--- config.mk ---
export PLATFORM = sky130hd
export DESIGN_NAME = mmio_peripherals
export DESIGN_NICKNAME = d
export VERILOG_FILES = /design/src/rtl/mmio_peripherals.sv
export SDC_FILE = /design/constraint.sdc
export NUM_CORES = 1
export LEC_CHECK = 0
export ABC_CLOCK_PERIOD_IN_PS = 7600
export BUFFER_PORTS_ARGS = -buffer_cell sky130_fd_sc_hd__buf_2
export CAP_MARGIN = 30
export CORE_MARGIN = 2
export CORE_UTILIZATION = 60
export CTS_BUF_LIST = sky130_fd_sc_hd__clkbuf_4 sky130_fd_sc_hd__clkbuf_8
export CTS_CLUSTER_SIZE = 28
export DETAILED_ROUTE_END_ITERATION = 8
export GPL_TIMING_DRIVEN = 0
export PLACE_DENSITY_LB_ADDON = 0.15
export RECOVER_POWER = 50
export SLEW_MARGIN = 40
export SYNTH_ARGS = -nofsm -noshare
export SYNTH_HDL_FRONTEND = slang
export SYNTH_SLANG_ARGS = --single-unit
export TNS_END_PERCENT = 1
--- constraint.sdc ---
create_clock -name clk -period 7.6 [get_ports clk]
set_clock_uncertainty 0.05 [all_clocks]
set_input_delay 0.38 -clock clk [delete_from_list [all_inputs] [get_ports clk]]
set_output_delay 0.38 -clock clk [all_outputs]
set_load 0.01 [all_outputs]
--- src/rtl/mmio_peripherals.sv ---
// ---------------------------------------------------------------------------
// mmio_peripherals
//
// Memory-mapped peripheral block that sits beside data memory on the CPU's
// MEM-stage port. It answers loads and stores that fall inside a 32-byte
// window starting at BASE_ADDR and contains:
//   - a reloadable 32-bit timer (TH reload, TL count, TCON control/status)
//     with a level interrupt,
//   - a free-running 32-bit cycle counter (SYSTICK),
//   - an 8-bit LED register,
//   - a four-digit hex display driver that scans the digits in hardware.
//
// Register map (byte offset from BASE_ADDR, Address[4:2] selects):
//   0x00 TH      RW  timer reload value
//   0x04 TL      RW  timer count
//   0x08 TCON    RW  [0] enable, [1] irq enable, [2] irq status
//   0x0C LED     RW  [7:0]
//   0x10 DIGITS  RW  [15:0], four hex nibbles, digit 0 in [3:0]
//   0x14 SYSTICK RO
//   0x18, 0x1C   read as 0, writes ignored
//
// Ports:
//   clk        system clock
//   reset      asynchronous, active-high reset
//   MemRead    load strobe
//   MemWrite   store strobe
//   Address    byte address
//   Write_data store data
//   Read_data  load data, combinational; 0 unless a load hits the window
//   irq        timer interrupt request, level (TCON[1] & TCON[2])
//   led        LED register
//   ano        digit anodes, active-low
//   leds       segments {g,f,e,d,c,b,a}, active-low
//
// Bus handshake: there is no wait state. A load with MemRead high and a
// hit returns data in the same cycle; a store with MemWrite high and a hit
// is committed at the next rising clk edge. When both strobes are high the
// load returns the value held before the store commits.
// ---------------------------------------------------------------------------
module mmio_peripherals #(
    parameter logic [31:0] BASE_ADDR = 32'h4000_0000,
    parameter int          SCAN_DIV  = 50000
) (
    input  logic        clk,
    input  logic        reset,
    input  logic        MemRead,
    input  logic        MemWrite,
    input  logic [31:0] Address,
    input  logic [31:0] Write_data,
    output logic [31:0] Read_data,
    output logic        irq,
    output logic [7:0]  led,
    output logic [3:0]  ano,
    output logic [6:0]  leds
);

    // Prescaler runs 0..SCAN_DIV-1; SCAN_DIV tops out at 2^20 so 20 bits hold
    // the largest terminal count.
    localparam logic [19:0] PRESC_LAST = 20'(SCAN_DIV - 1);

    localparam logic [2:0] SEL_TH      = 3'd0;
    localparam logic [2:0] SEL_TL      = 3'd1;
    localparam logic [2:0] SEL_TCON    = 3'd2;
    localparam logic [2:0] SEL_LED     = 3'd3;
    localparam logic [2:0] SEL_DIGITS  = 3'd4;
    localparam logic [2:0] SEL_SYSTICK = 3'd5;

    logic [31:0] th;
    logic [31:0] tl;
    logic [2:0]  tcon;
    logic [15:0] digits;
    logic [31:0] systick;
    logic [19:0] presc;
    logic [1:0]  idx;

    logic        hit;
    logic [2:0]  sel;
    logic        wr_th;
    logic        wr_tl;
    logic        wr_tcon;
    logic        wr_led;
    logic        wr_digits;
    logic        tl_max;
    logic        reload;
    logic [31:0] tl_next;
    logic [2:0]  tcon_next;
    logic [3:0]  nibble;
    logic [1:0]  addr_unused;

    // Byte lane bits play no part in decoding.
    assign addr_unused = Address[1:0];

    assign hit       = (Address[31:5] == BASE_ADDR[31:5]);
    assign sel       = Address[4:2];
    assign wr_th     = MemWrite && hit && (sel == SEL_TH);
    assign wr_tl     = MemWrite && hit && (sel == SEL_TL);
    assign wr_tcon   = MemWrite && hit && (sel == SEL_TCON);
    assign wr_led    = MemWrite && hit && (sel == SEL_LED);
    assign wr_digits = MemWrite && hit && (sel == SEL_DIGITS);

    assign tl_max = (tl == 32'hFFFF_FFFF);
    // A CPU store to TL overrides the timer, so no reload (and no status
    // set) happens in a cycle where TL is being written.
    assign reload = tcon[0] && tl_max && !wr_tl;

    always_comb begin
        tl_next = tl;
        if (wr_tl) begin
            tl_next = Write_data;
        end else if (tcon[0]) begin
            tl_next = tl_max ? th : (tl + 32'd1);
        end
    end

    // Status bit: the hardware set is OR-ed in after the CPU value so an
    // overflow in the same cycle as a software clear is never lost.
    always_comb begin
        tcon_next = tcon;
        if (wr_tcon) begin
            tcon_next = Write_data[2:0];
        end
        if (reload && tcon[1]) begin
            tcon_next[2] = 1'b1;
        end
    end

    always_ff @(posedge clk or posedge reset) begin
        if (reset) begin
            th      <= '0;
            tl      <= '0;
            tcon    <= '0;
            led     <= '0;
            digits  <= '0;
            systick <= '0;
            presc   <= '0;
            idx     <= '0;
        end else begin
            systick <= systick + 32'd1;
            tl      <= tl_next;
            tcon    <= tcon_next;
            if (wr_th) begin
                th <= Write_data;
            end
            if (wr_led) begin
                led <= Write_data[7:0];
            end
            if (wr_digits) begin
                digits <= Write_data[15:0];
            end
            if (presc == PRESC_LAST) begin
                presc <= '0;
                idx   <= idx + 2'd1;
            end else begin
                presc <= presc + 20'd1;
            end
        end
    end

    // Load path: registers are read before any same-cycle store commits.
    always_comb begin
        Read_data = 32'h0;
        if (MemRead && hit) begin
            case (sel)
                SEL_TH:      Read_data = th;
                SEL_TL:      Read_data = tl;
                SEL_TCON:    Read_data = {29'h0, tcon};
                SEL_LED:     Read_data = {24'h0, led};
                SEL_DIGITS:  Read_data = {16'h0, digits};
                SEL_SYSTICK: Read_data = systick;
                default:     Read_data = 32'h0;
            endcase
        end
    end

    assign irq = tcon[1] & tcon[2];

    // Display outputs depend only on registers.
    assign ano    = ~(4'b0001 << idx);
    assign nibble = digits[{idx, 2'b00} +: 4];

    always_comb begin
        leds = 7'b1111111;
        case (nibble)
            4'h0: leds = 7'b1000000;
            4'h1: leds = 7'b1111001;
            4'h2: leds = 7'b0100100;
            4'h3: leds = 7'b0110000;
            4'h4: leds = 7'b0011001;
            4'h5: leds = 7'b0010010;
            4'h6: leds = 7'b0000010;
            4'h7: leds = 7'b1111000;
            4'h8: leds = 7'b0000000;
            4'h9: leds = 7'b0010000;
            4'hA: leds = 7'b0001000;
            4'hB: leds = 7'b0000011;
            4'hC: leds = 7'b1000110;
            4'hD: leds = 7'b0100001;
            4'hE: leds = 7'b0000110;
            4'hF: leds = 7'b0001110;
            default: leds = 7'b1111111;
        endcase
    end

endmodule

Yosys cells after proc, flatten, opt, wreduce, memory -nomap -nowiden. Memory sizes are Yosys's and may differ from the RTL's. Index checks and enable logic that the tools add are counted.

Word-level logic and storage cells: 48. Bits in read-only memories: 112. Memories kept: 1. Output and inout bits: 52. Input port bits: 68. Bits in latches: 0. Bits in writable memories: 0. Bits in registers: 145.

Memory list: (no name shown) (words 16, bits a word 7, read ports 1, clocked after Yosys merged registers in 0, write ports 0, line 183) `case (nibble)`.

Multiplexer cells: 8. Add/subtract/negate cells: 4. Div/mod/pow operators: 0. Reductions and logical operators: 14. Magnitude comparators: 0. Bitwise logic cells: 2. Multipliers: 0. Eq/ne operators: 8. Shift operators: 2.

Operators with widths (count): case mux 32 bit (6 select lines) (1); 2-to-1 mux 32 bit (4); adder 32 x 1 -> 32 bit (second input constant) (2); == test 32 bit (second input constant) (1); == test 27 x 26 -> 1 bit (second input constant) (1); adder 20 x 1 -> 20 bit (second input constant) (1); == test 20 x 16 -> 1 bit (second input constant) (1); 2-to-1 mux 20 bit (1); indexed part select 16 x 5 -> 4 bit (1); logical AND 1 bit (10); == test 3 x 2 -> 1 bit (second input constant) (2); == test 3 bit (second input constant) (2); NOT 4 bit (1); nonzero test 2 bit (2); left shift 1 x 2 -> 4 bit (first input constant) (1); == test 3 x 1 -> 1 bit (second input constant) (1); zero test 3 bit (1); 2-to-1 mux 3 bit (1); adder 2 x 1 -> 2 bit (second input constant) (1); AND 1 bit (1); zero test 1 bit (1); 2-to-1 mux 1 bit (1).

Logic depth before layout (Yosys ltp). Gate-level depths: netlist (run 1).

Depth after elaboration: 7. Gate-level depth with buffers: 9. Mapped depth without buffers: 7.

Worst setup path before layout (run 1). No wires, ideal clock.

Kind: register to output. From: register idx[0]. To: output leds[3]. Arrival: 2.004 ns. Slack: 5.166 ns. Required time: 7.170 ns. Buffers on the path: 1. Stages on the path, launching flop included: 9. Cell sequence: dfrtp_1 -> clkbuf_1 -> mux4_2 -> inv_1 -> ha_1 -> nor2_1 -> a21oi_1 -> nor2_1 -> a31oi_1.

Longest elaborated chain between the ends: 2.

Ends and longest elaborated chain: from (decl) (line 74) `logic [1:0] idx;`; from (signal assigned) (line 152) `idx <= idx + 2'd1;`; indexed part select 16 x 5 -> 4 bit (line 179) `assign nibble = digits[{idx, 2'b00} +: 4];`; memory read (16 x 7 bit); to (decl) (line 54) `output logic [6:0] leds`.

No other way between the ends.

Worst setup path in the final report (run 1).
From: input Address[17]. To: output Read_data[13].

Longest elaborated chain between the ends: 3.

Ends and longest elaborated chain: from (decl) (line 48) `input logic [31:0] Address,`; == test 27 x 26 -> 1 bit (line 93) `assign hit = (Address[31:5] == BASE_ADDR[31:5]);`; logical AND 1 bit (line 162) `if (MemRead && hit) begin`; 2-to-1 mux 32 bit (line 162); to (decl) (line 50) `output logic [31:0] Read_data,`.

No other way between the ends.

==> reports/qor.yml, run 1 <==
status: "finished with violations"
failed_checks: "capacitance limit, slew limit"
seqPwrFrac_pct: 50.4
h-tree-depth: 4
synth.most_common_cell: "dfrtp_1"
start_kind: "primary input"
die_y_um: 123
min_period_ns: 3.24
drtIter0Drc: 619
gp_congestion: 0.926
hp-class: "primary input to flop"
synth_fp_nets: 917
maxSlewViolCount: 77
io-pin-count: 120
cts_tree: "built"
swShare_pct: 23.4
place_ws_ns: 4.40
fp.dieW_um: 123
p_sw_mw: 0.357
wire_per_inst_um: 19.2
grt_overflow: 0
ys_seq_area_share_pct: 42.8
maxCapViolCount: 1
drive_above_1_share_pct: 25.2
synth.top_cell.area_share_pct: 42.8
postRouteAntennaNets: 0
synth_top_flop_cell: "dfrtp_1"
irDropWorstVdd_v: 0.000130
setup_viol: 0
power_density_mw_per_mm2: 157
clkTransAtPathRegs_ns: 0.08
grt_pass1_vias: 6777
root_buffer: "clkbuf_8"
die_area_mm2: 0.0151
design.core.area_mm2: 0.0138
antenna_found_initial: 0
comb_power_share_pct: 5.3
synth_cells: 836
wl_mm: 22.4
layout_setup_ws_ns: 4.36
synth_area_leaders: "dfrtp_1 (43%), mux2_2 (7.6%), mux4_2 (4.2%), mux2i_1 (3.9%), xnor2_1 (3.8%)"
critical_path_class: "primary input to primary output"
grt_max_degree: 78
end_kind: "primary output"
grt_usage_pct: 30.9
rows: 43
nNetsFinal: 1053
fmax_mhz: 309
slew-limit-headroom_pct: -135
drtPass1Iterations: 5
antenna_cells: 0
setup_tns_ns: 0
finalCritPeriodShare_pct: 42.6
worstPathRequired_ns: 7.17
synth_edf_count: 0
vias: 7100
async_flop_share_pct: 100
cts_buffers: 17
leakage_nw: 4.64
grt_pass1_wl_mm: 35.2
p_int_mw: 1.17
initial_utilization_pct: 61.3
synth_top_cell_by_area: "dfrtp_1"
route.detailed.drc: 0
use_met3_pct: 8.04
grt_busiest_layer: "met2"
synth_commonest_cells: "dfrtp_1 (145), nor2_1 (86), nand2_1 (65)"
clockBufferDepth: 2
gr-usage-met1_pct: 41.9
rsz0062_at_grt: "false"
io_buffers: 115
synth.avg_cell_area_um2: 10.1
clock-sinks: 145
yosysWarningCount: 0
cp_max_fo: 10
cts_resized: 0
grtUsageMet2_pct: 48.0
hold_viol_final: 0
viasPerCell: 6.09
pwr-share-clk_pct: 44.3
cp.arrival_ns: 2.81
power.total_mw: 1.53
synth_area_mm2: 0.00848
hpwl_mm: 16.3
areaGrowthSynthToFinish_pct: 15.0
yosys_register_bits: 145
clk_latency_ns: 0.47
synth.distinct_cells: 61
tightest_slew_ns: 3.51
## worst max-delay path, cell delays in order
cell and delay (ns):
buf_2 0.10, nor4_1 0.27, and3_1 0.32, nand3_1 0.31
or2_2 0.39, clkbuf_1 0.25, clkbuf_1 0.34, nor2b_1 0.27
buf_2 0.17
## power groups by stage
stage | clock network [mW] | logic [mW] | registers, mW
after floorplan | 0 | 0.0422 | 0.786
after global placement | 0 | 0.0777 | 0.786
after detailed placement | 0 | 0.0806 | 0.786
after CTS | 0.686 | 0.0812 | 0.771
after global routing | 0.724 | 0.0884 | 0.771
final | 0.678 | 0.0805 | 0.771
## worst paths after layout
kind                       slack (ns)             to      startpoint  cells after the start
min in group asynchronous        1.45    systick[24]           reset                      3
setup / recovery                 4.36  Read_data[13]     Address[17]                      9
setup reg to reg                 4.87         tl[29]           tl[2]                      7
hold reg to reg                  0.43       presc[0]        presc[0]                      1
max in group asynchronous        4.50          th[3]           reset                      3
hold / removal                   0.08         tl[30]  Write_data[30]                      3
## state kept, by name, summed over array words and instances (netlist names)
| signal | cells |
|---|---|
| systick | 32 |
| idx | 2 |
| tcon | 3 |
| digits | 16 |
| led | 8 |
| presc | 20 |
| th | 32 |
| tl | 32 |
## layout make-up
cell class              instances  area [um2]
inverters                      19        72.6
repair buffers                117         601
well taps                     180         225
clock buffers                  19         255
multi-input cells             623        4580
fillers                      1076        4070
clock inverters                13         184
plain buffers                  49         210
flip-flops and latches        145        3630
## per-stage QoR
stage	cell area, um2	utilization (%)	std cells	hold slack [ns]
2_1_floorplan	8480	-	836	0.374
3_3_place_gp	9280	67.1	1131	0.392
3_5_place_dp	9320	67.4	1132	0.395
4_1_cts	9770	70.7	1165	0.0714
5_1_grt	9750	70.5	1165	0.0718
6_report	9750	70.5	1165	0.0816
## routing by layer
| layer | routed length [um] | vias up |
|---|---|---|
| met2 | 10500 | 286 |
| li1 | - | 3274 |
| met1 | 9580 | 3497 |
| met3 | 1670 | 43 |
| met5 | 0 | - |
| met4 | 637 | 0 |
## cell usage in the layout (no fill, tap or decap), types with 19 or more instances in the layout
cell type | synthesis | routed
nand4_1 | 26 | 26
mux2_2 | 57 | 57
buf_2 | 12 | 117
and3_1 | 19 | 19
xor2_1 | 20 | 20
nand2_1 | 65 | 65
clkbuf_1 | 30 | 40
dfrtp_1 | 145 | 145
xnor2_1 | 37 | 37
a21oi_1 | 42 | 42
mux2i_1 | 33 | 33
nor2_1 | 86 | 86
nand3_1 | 41 | 41
## kinds of logic (layout without fill, tap and decap cells)
logic type | count (synthesis) | in the layout | share of synthesized area, %
compound gates | 117 | 117 | 8.72
xor+xnor | 57 | 57 | 5.89
fa+ha+maj | 13 | 13 | 1.92
buf+inv | 68 | 217 | 3.32
flops | 145 | 145 | 42.8
mux | 116 | 116 | 17.5
simple gates | 320 | 320 | 19.9
## what timing repair did
action                                  CTS  global route
endpoints found under the hold margin    76             0
setup buffers                             0             0
endpoints found under the setup margin    0             0
hold buffers                              1             0
(Power assumes the default switching activity.)
==> run 2, diff against run 1 <==
- ABC_CLOCK_PERIOD_IN_PS: 7600 -> 2600
- CORE_UTILIZATION: 60 -> 54
- clock period: 7.6 -> 2.6 ns (I/O delays scaled with it)
==> run 2 against run 1 <==
Against the previous run:
- sequential share of layout area is 1.9 points lower
- worst hold slack better by 0.039 ns
- count of clock-buffer cells in the layout did not move
- combinational power grew to 3.7 times the previous value
- core utilization fell by 3.1 points
- sequential cell count stayed put
- via count rose by 1.7%
- non-clock buffer count rose by 40
- sequential power grew to 2.9 times the previous value
- the flow now finishes without violations
- setup slack got worse by 4.3 ns
==> reports/qor.yml, run 2 (synthesis results as in run 1) <==
status: "completed"  # was finished with violations
p_sw_mw: 1.12  # was 0.357 mW
irDropWorstVdd_v: 0.000325  # was 0.000130 V
grt_busiest_layer: "met2"  # unchanged
cp_max_fo: 10  # unchanged
gr-usage-met1_pct: 41.1  # was 41.9%
reg_top3: "systick (32), th (32), tl (32)"  # unchanged
multiInputGateArea_mm2: 0.00461  # was 0.00458 mm2
fmax_mhz: 389
start_kind: "flop"  # was primary input
finalCritPeriodShare_pct: 98.9
hpwl_mm: 17.1  # was 16.3 mm
power_density_mw_per_mm2: 438  # was 157 mW/mm2
grt_pass1_vias: 6860  # was 6777
wl_mm: 23.4  # was 22.4 mm
worst_hold_slack_ns: 0.121  # was 0.0816 ns
min_period_ns: 2.57
rsz0062_at_grt: "true"  # was false
maxCapViolCount: 0  # was 1
rows: 45  # was 43
hold_viol_final: 0  # unchanged
drive_above_1_share_pct: 26.7  # was 25.2%
antenna_cells: 0  # unchanged
critical_path_class: "flop to flop"  # was primary input to primary output
use_met3_pct: 5.16  # was 8.04%
drtPass1Iterations: 5  # unchanged
io-pin-count: 120  # unchanged
io_buffers: 115  # unchanged
final_cells: 1236  # was 1165
cp.arrival_ns: 2.90  # was 2.81 ns
wire_per_inst_um: 18.9  # was 19.2 um
end_kind: "flop"  # was primary output
hp-class: "primary input to flop"  # unchanged
root_buffer: "clkbuf_8"  # unchanged
clock-sinks: 145  # unchanged
initial_utilization_pct: 55.6  # was 61.3%
worstPathRequired_ns: 2.93  # was 7.17 ns
route.detailed.drc: 0  # unchanged
grt_pass1_wl_mm: 37.1  # was 35.2 mm
clk_latency_ns: 0.49  # was 0.47 ns
drtIter0Drc: 542  # was 619
swShare_pct: 24.8  # was 23.4%
pwr-share-clk_pct: 43.5  # was 44.3%
h-tree-depth: 4  # unchanged
fp.dieW_um: 129  # was 123 um
seqPwrFrac_pct: 49.9  # was 50.4%
die_y_um: 129  # was 123 um
slew-limit-headroom_pct: 10.9  # was -135%
cts_tree: "built"  # unchanged
areaGrowthSynthToFinish_pct: 21.3  # was 15.0%
grtUsageMet2_pct: 46.3  # was 48.0%
tightest_slew_ns: 1.34  # was 3.51 ns
clkTransAtPathRegs_ns: 0.09  # was 0.08 ns
final_cell_mix: "dfrtp_1 (143), buf_2 (120), nor2_1 (86), nand2_1 (65), mux2_2 (57)"  # was dfrtp_1 (145), buf_2 (117), nor2_1 (86), nand2_1 (65), mux2_2 (57)
antenna_found_initial: 0  # unchanged
comb_power_share_pct: 6.6  # was 5.3%
cts_buffers: 17  # unchanged
maxSlewViolCount: 0  # was 77
grt_usage_pct: 29.2  # was 30.9%
ff_latch_area_mm2: 0.00363  # about the same
n_fill_cell: 1227  # was 1076
gp_congestion: 0.857  # was 0.926
vias: 7222  # was 7100
clockBufferDepth: 2  # unchanged
die_area_mm2: 0.0167  # was 0.0151 mm2
viasPerCell: 5.84  # was 6.09
nNetsFinal: 1093  # was 1053
grt_max_degree: 24  # was 78
placed_cells: 1169  # was 1132
design.core.area_mm2: 0.0153  # was 0.0138 mm2
final_common_cell: "dfrtp_1"  # unchanged
leakage_nw: 4.87  # was 4.64 nW
p_int_mw: 3.39  # was 1.17 mW
grt_overflow: 0  # unchanged
postRouteAntennaNets: 0  # unchanged
setup_viol: 0  # unchanged
-- run 2: cell types whose count changed in the layout (fill, tap and decap cells not counted), moves of 3 or more --
cell	delta
buf_16	+3
buf_2	+3
buf_4	+3
clkbuf_1	-5
clkbuf_2	+5
buf_1	-3
clkinv_2	-3
dlygate4sd3_1	+32
-- run 2: power groups by stage --
stage | Clock [mW] | Combinational, mW | Sequential, mW
detailed placement | 0 | 0.268 | 2.30
finish | 1.96 | 0.296 | 2.25
global route | 2.07 | 0.322 | 2.25
CTS | 1.98 | 0.306 | 2.25
global placement | 0 | 0.232 | 2.30
floorplan | 0 | 0.124 | 2.30
-- run 2: final cells by class --
| class | count | share of cell area [%] |
|---|---|---|
| Clock buffer | 19 | 2.48 |
| Multi-Input combinational cell | 623 | 44.9 |
| Tap cell | 211 | 2.57 |
| Clock inverter | 13 | 1.71 |
| Sequential cell | 145 | 35.3 |
| Buffer | 48 | 2.13 |
| Timing Repair Buffer | 158 | 10.3 |
| Inverter | 19 | 0.705 |
-- run 2: timing repair --
action | 4_1_cts | 5_1_grt
gates resized for setup | 5 | 21
endpoints found under the hold margin | 152 | 0
endpoints found under the setup margin | 11 | 43
hold buffers | 33 | 0
pin swaps | 0 | 1
buffers inserted | 3 | 0
-- run 2: stage by stage --
step	power, mW	TNS, ns	cell area (um2)	util [%]	worst slack, ns
floorplan	2.42	0	8480	-	0.416
finish	4.51	0	10300	67.4	0.0279
global route	4.65	-0.305	10300	67.4	-0.0987
global placement	2.53	-51.35	9320	61.1	-0.362
detailed placement	2.57	-0.262	9520	62.4	-0.106
CTS	4.53	0	10300	67.6	0.00247
-- run 2: routing by layer --
metal | vias to the layer above | part of all wire, % | routed length [um]
met5 | - | 0 | 0
met4 | 0 | 2.1 | 488
met3 | 37 | 6.3 | 1470
met2 | 272 | 47 | 11000
met1 | 3549 | 44 | 10400
li1 | 3364 | - | -
-- run 2: worst paths after layout --
check	slack [ns]	to	from	depth (start not counted)
hold reg to reg	0.42	presc[0]	presc[0]	1
min in group asynchronous	0.31	presc[6]	reset	3
setup reg to reg	0.03	tl[16]	tcon[0]	7
hold / removal	0.12	th[28]	Address[3]	3
setup / recovery	0.03	tl[16]	tcon[0]	7
max in group asynchronous	0.30	th[2]	reset	8
-- run 2: worst max-delay path, cell delays in order, from the launching register on --
cell and delay [ns]:
dfrtp_1 0.33, clkbuf_1 0.40, nand4_1 0.38, nor4_4 0.66
nand2_1 0.12, a311oi_1 0.27, nor3_1 0.08, a21o_1 0.18
==> run 3, diff against run 2 <==
- CELL_PAD_IN_SITES_DETAIL_PLACEMENT: unset -> 1
- CELL_PAD_IN_SITES_GLOBAL_PLACEMENT: unset -> 1
- CORE_UTILIZATION: 54 -> 42
==> run 3 against run 2 <==
Against the previous run:
- total power shrank 7.7%
- core utilization fell by 15 points
- combinational power is 2% lower
- worst hold slack improved by 0.041 ns
- count of clock-buffer cells in the layout is 2 higher
- design area is 0.52% lower
- largest power group unchanged
- critical path type unchanged
- critical endpoint is now tl[27]
- final cell count up 4.5%
- largest cell class unchanged
- highest routed layer unchanged
- critical path depth did not move
==> reports/qor.yml, run 3 (synthesis results as in run 1) <==
reg_top3: "systick (32), th (32), tl (32)"  # unchanged
h-tree-depth: 4  # unchanged
fp.dieW_um: 146  # was 129 um
grt_overflow: 0  # unchanged
cp.arrival_ns: 2.88  # was 2.90 ns
multiInputGateArea_mm2: 0.00461  # unchanged
setup_tns_ns: 0  # unchanged
cp_max_fo: 8  # was 10
tightest_slew_ns: 1.40  # was 1.34 ns
io_buffers: 115  # unchanged
final_cell_mix: "dfrtp_1 (144), buf_2 (121), nor2_1 (85), nand2_1 (65), mux2_2 (57)"  # was dfrtp_1 (143), buf_2 (120), nor2_1 (86), nand2_1 (65), mux2_2 (57)
end_kind: "flop"  # unchanged
worstPathRequired_ns: 2.90  # was 2.93 ns
clockBufferDepth: 2  # unchanged
crit_chain: "ha_2 -> nand4_1 -> or4_4 -> nor3_4 -> mux2i_1 -> a211oi_1 -> a21o_1"  # was clkbuf_1 -> nand4_1 -> nor4_4 -> nand2_1 -> a311oi_1 -> nor3_1 -> a21o_1
leakage_nw: 4.81  # was 4.87 nW
rows: 51  # was 45
final_cell_area_mm2: 0.0102  # was 0.0103 mm2
clk_latency_ns: 0.47  # was 0.49 ns
postRouteAntennaNets: 0  # unchanged
clock-sinks: 145  # unchanged
critical_path_class: "flop to flop"  # unchanged
fmax_mhz: 388  # was 389 MHz
grt_max_degree: 26  # was 24
ff_latch_area_mm2: 0.00363  # about the same
vias: 7279  # was 7222
wire_per_inst_um: 20.6  # was 18.9 um
power.total_mw: 4.16  # was 4.51 mW
maxSlewViolCount: 0  # unchanged
start_kind: "flop"  # unchanged
areaGrowthSynthToFinish_pct: 20.7  # was 21.3%
die_area_mm2: 0.0213  # was 0.0167 mm2
route.detailed.drc: 0  # unchanged
status: "completed"  # unchanged
crit_path_top_delay_cell: "dfrtp_1"  # was nor4_4
design.core.area_mm2: 0.0197  # was 0.0153 mm2
viasPerCell: 5.63  # was 5.84
min_period_ns: 2.58  # was 2.57 ns
grt_pass1_wl_mm: 42.7  # was 37.1 mm
setup_viol: 0  # unchanged
clkTransAtPathRegs_ns: 0.08  # was 0.09 ns
maxCapViolCount: 0  # unchanged
die_y_um: 146  # was 129 um
drive_above_1_share_pct: 26.8  # was 26.7%
gp_congestion: 0.798  # was 0.857
wl_mm: 26.6  # was 23.4 mm
finalCritPeriodShare_pct: 99.2  # was 98.9%
nNetsFinal: 1095  # was 1093
grt_usage_pct: 25.7  # was 29.2%
max_stage_delay_ns: 0.50  # was 0.66 ns
hp-class: "primary input to flop"  # unchanged
slew-limit-headroom_pct: 6.57  # was 10.9%
antenna_found_initial: 0  # unchanged
cts_tree: "built"  # unchanged
io-pin-count: 120  # unchanged
postLayoutCoreUtil_pct: 52.1  # was 67.4%
hold_viol_final: 0  # unchanged
grt_pass1_vias: 7678  # was 6860
hpwl_mm: 19.7  # was 17.1 mm
placed_area_mm2: 0.00953  # was 0.00952 mm2
drtIter0Drc: 372  # was 542
power_density_mw_per_mm2: 407  # was 438 mW/mm2
rsz0062_at_grt: "true"  # unchanged
root_buffer: "clkbuf_8"  # unchanged
n_fill_cell: 2288  # was 1227
final_common_cell: "dfrtp_1"  # unchanged
initial_utilization_pct: 43.1  # was 55.6%
cts_buffers: 17  # unchanged
irDropWorstVdd_v: 0.000263  # was 0.000325 V
drtPass1Iterations: 4  # was 5
antenna_cells: 0  # unchanged
==> run 3: changes by cell type in the layout (fill, tap and decap cells not counted), moves of 2 or more <==
cell | before | now
clkbuf_4 | 2 | 5
bufinv_16 | 3 | 0
clkbuf_2 | 5 | 3
buf_4 | 4 | 7
buf_16 | 4 | 1
clkinv_2 | 0 | 3
==> run 3: report_power, final <==
part	switching [mW]	internal, mW
Sequential	0.000000624	2.25
Combinational	0.161	0.128
Clock	0.916	0.706
Total	1.08	3.09
==> run 3: what timing repair did <==
action                     4_1_cts  5_1_grt
setup endpoints to repair       32       50
resized for setup               13       14
hold buffers                    33        0
buffers inserted                 2        4
cloned                           0        0
hold endpoints to repair       124        0
pin swaps                        0        2
==> run 3: stage by stage <==
step	cells	hold WS (ns)	worst slack [ns]
after floorplan	836	0.197	0.416
after global placement	1216	0.297	-0.459
after detailed placement	1222	0.157	-0.207
after CTS	1288	0.130	-0.0107
after global routing	1292	0.160	-0.131
final	1292	0.161	0.0203
==> run 3: layout make-up <==
cell class                 count  area share [%]
multi-input combinational    623            45.1
tap                          265            3.24
clock buffer                  21            2.58
sequential                   145            35.5
buffer                        48            2.19
clock inverter                11           0.807
timing repair buffer         160            9.92
inverter                      19           0.709
==> run 3: path summary, 6_finish.rpt <==
check,startpoint,slack (ns),depth (start not counted),endpoint
worst max-delay path,tl[1],0.02,7,tl[27]
worst min-delay path,MemWrite,0.16,5,tcon[2]
worst max register to register,tl[1],0.02,7,tl[27]
worst min register to register,presc[19],0.42,1,presc[19]
max in group asynchronous,reset,0.36,6,led[0]
min in group asynchronous,reset,0.30,3,presc[0]
==> run 3: critical path: cells and delay by family, from the launching register on <==
family / cells / cell delay [ns]
AOI/OAI and AO/OA: 2 / 0.29
DFF: 1 / 0.50
and+or+nand+nor: 3 / 1.06
adders and majority gates: 1 / 0.31
muxes: 1 / 0.26
==> run 3: per-layer routing <==
metal / vias up / wire length, um / global-route usage, %
li1: 3362 / - / -
met1: 3653 / 12000 / 34.8
met2: 217 / 12700 / 41.6
met3: 47 / 1330 / 4.66
met4: 0 / 643 / 9.03
met5: - / 0 / 0
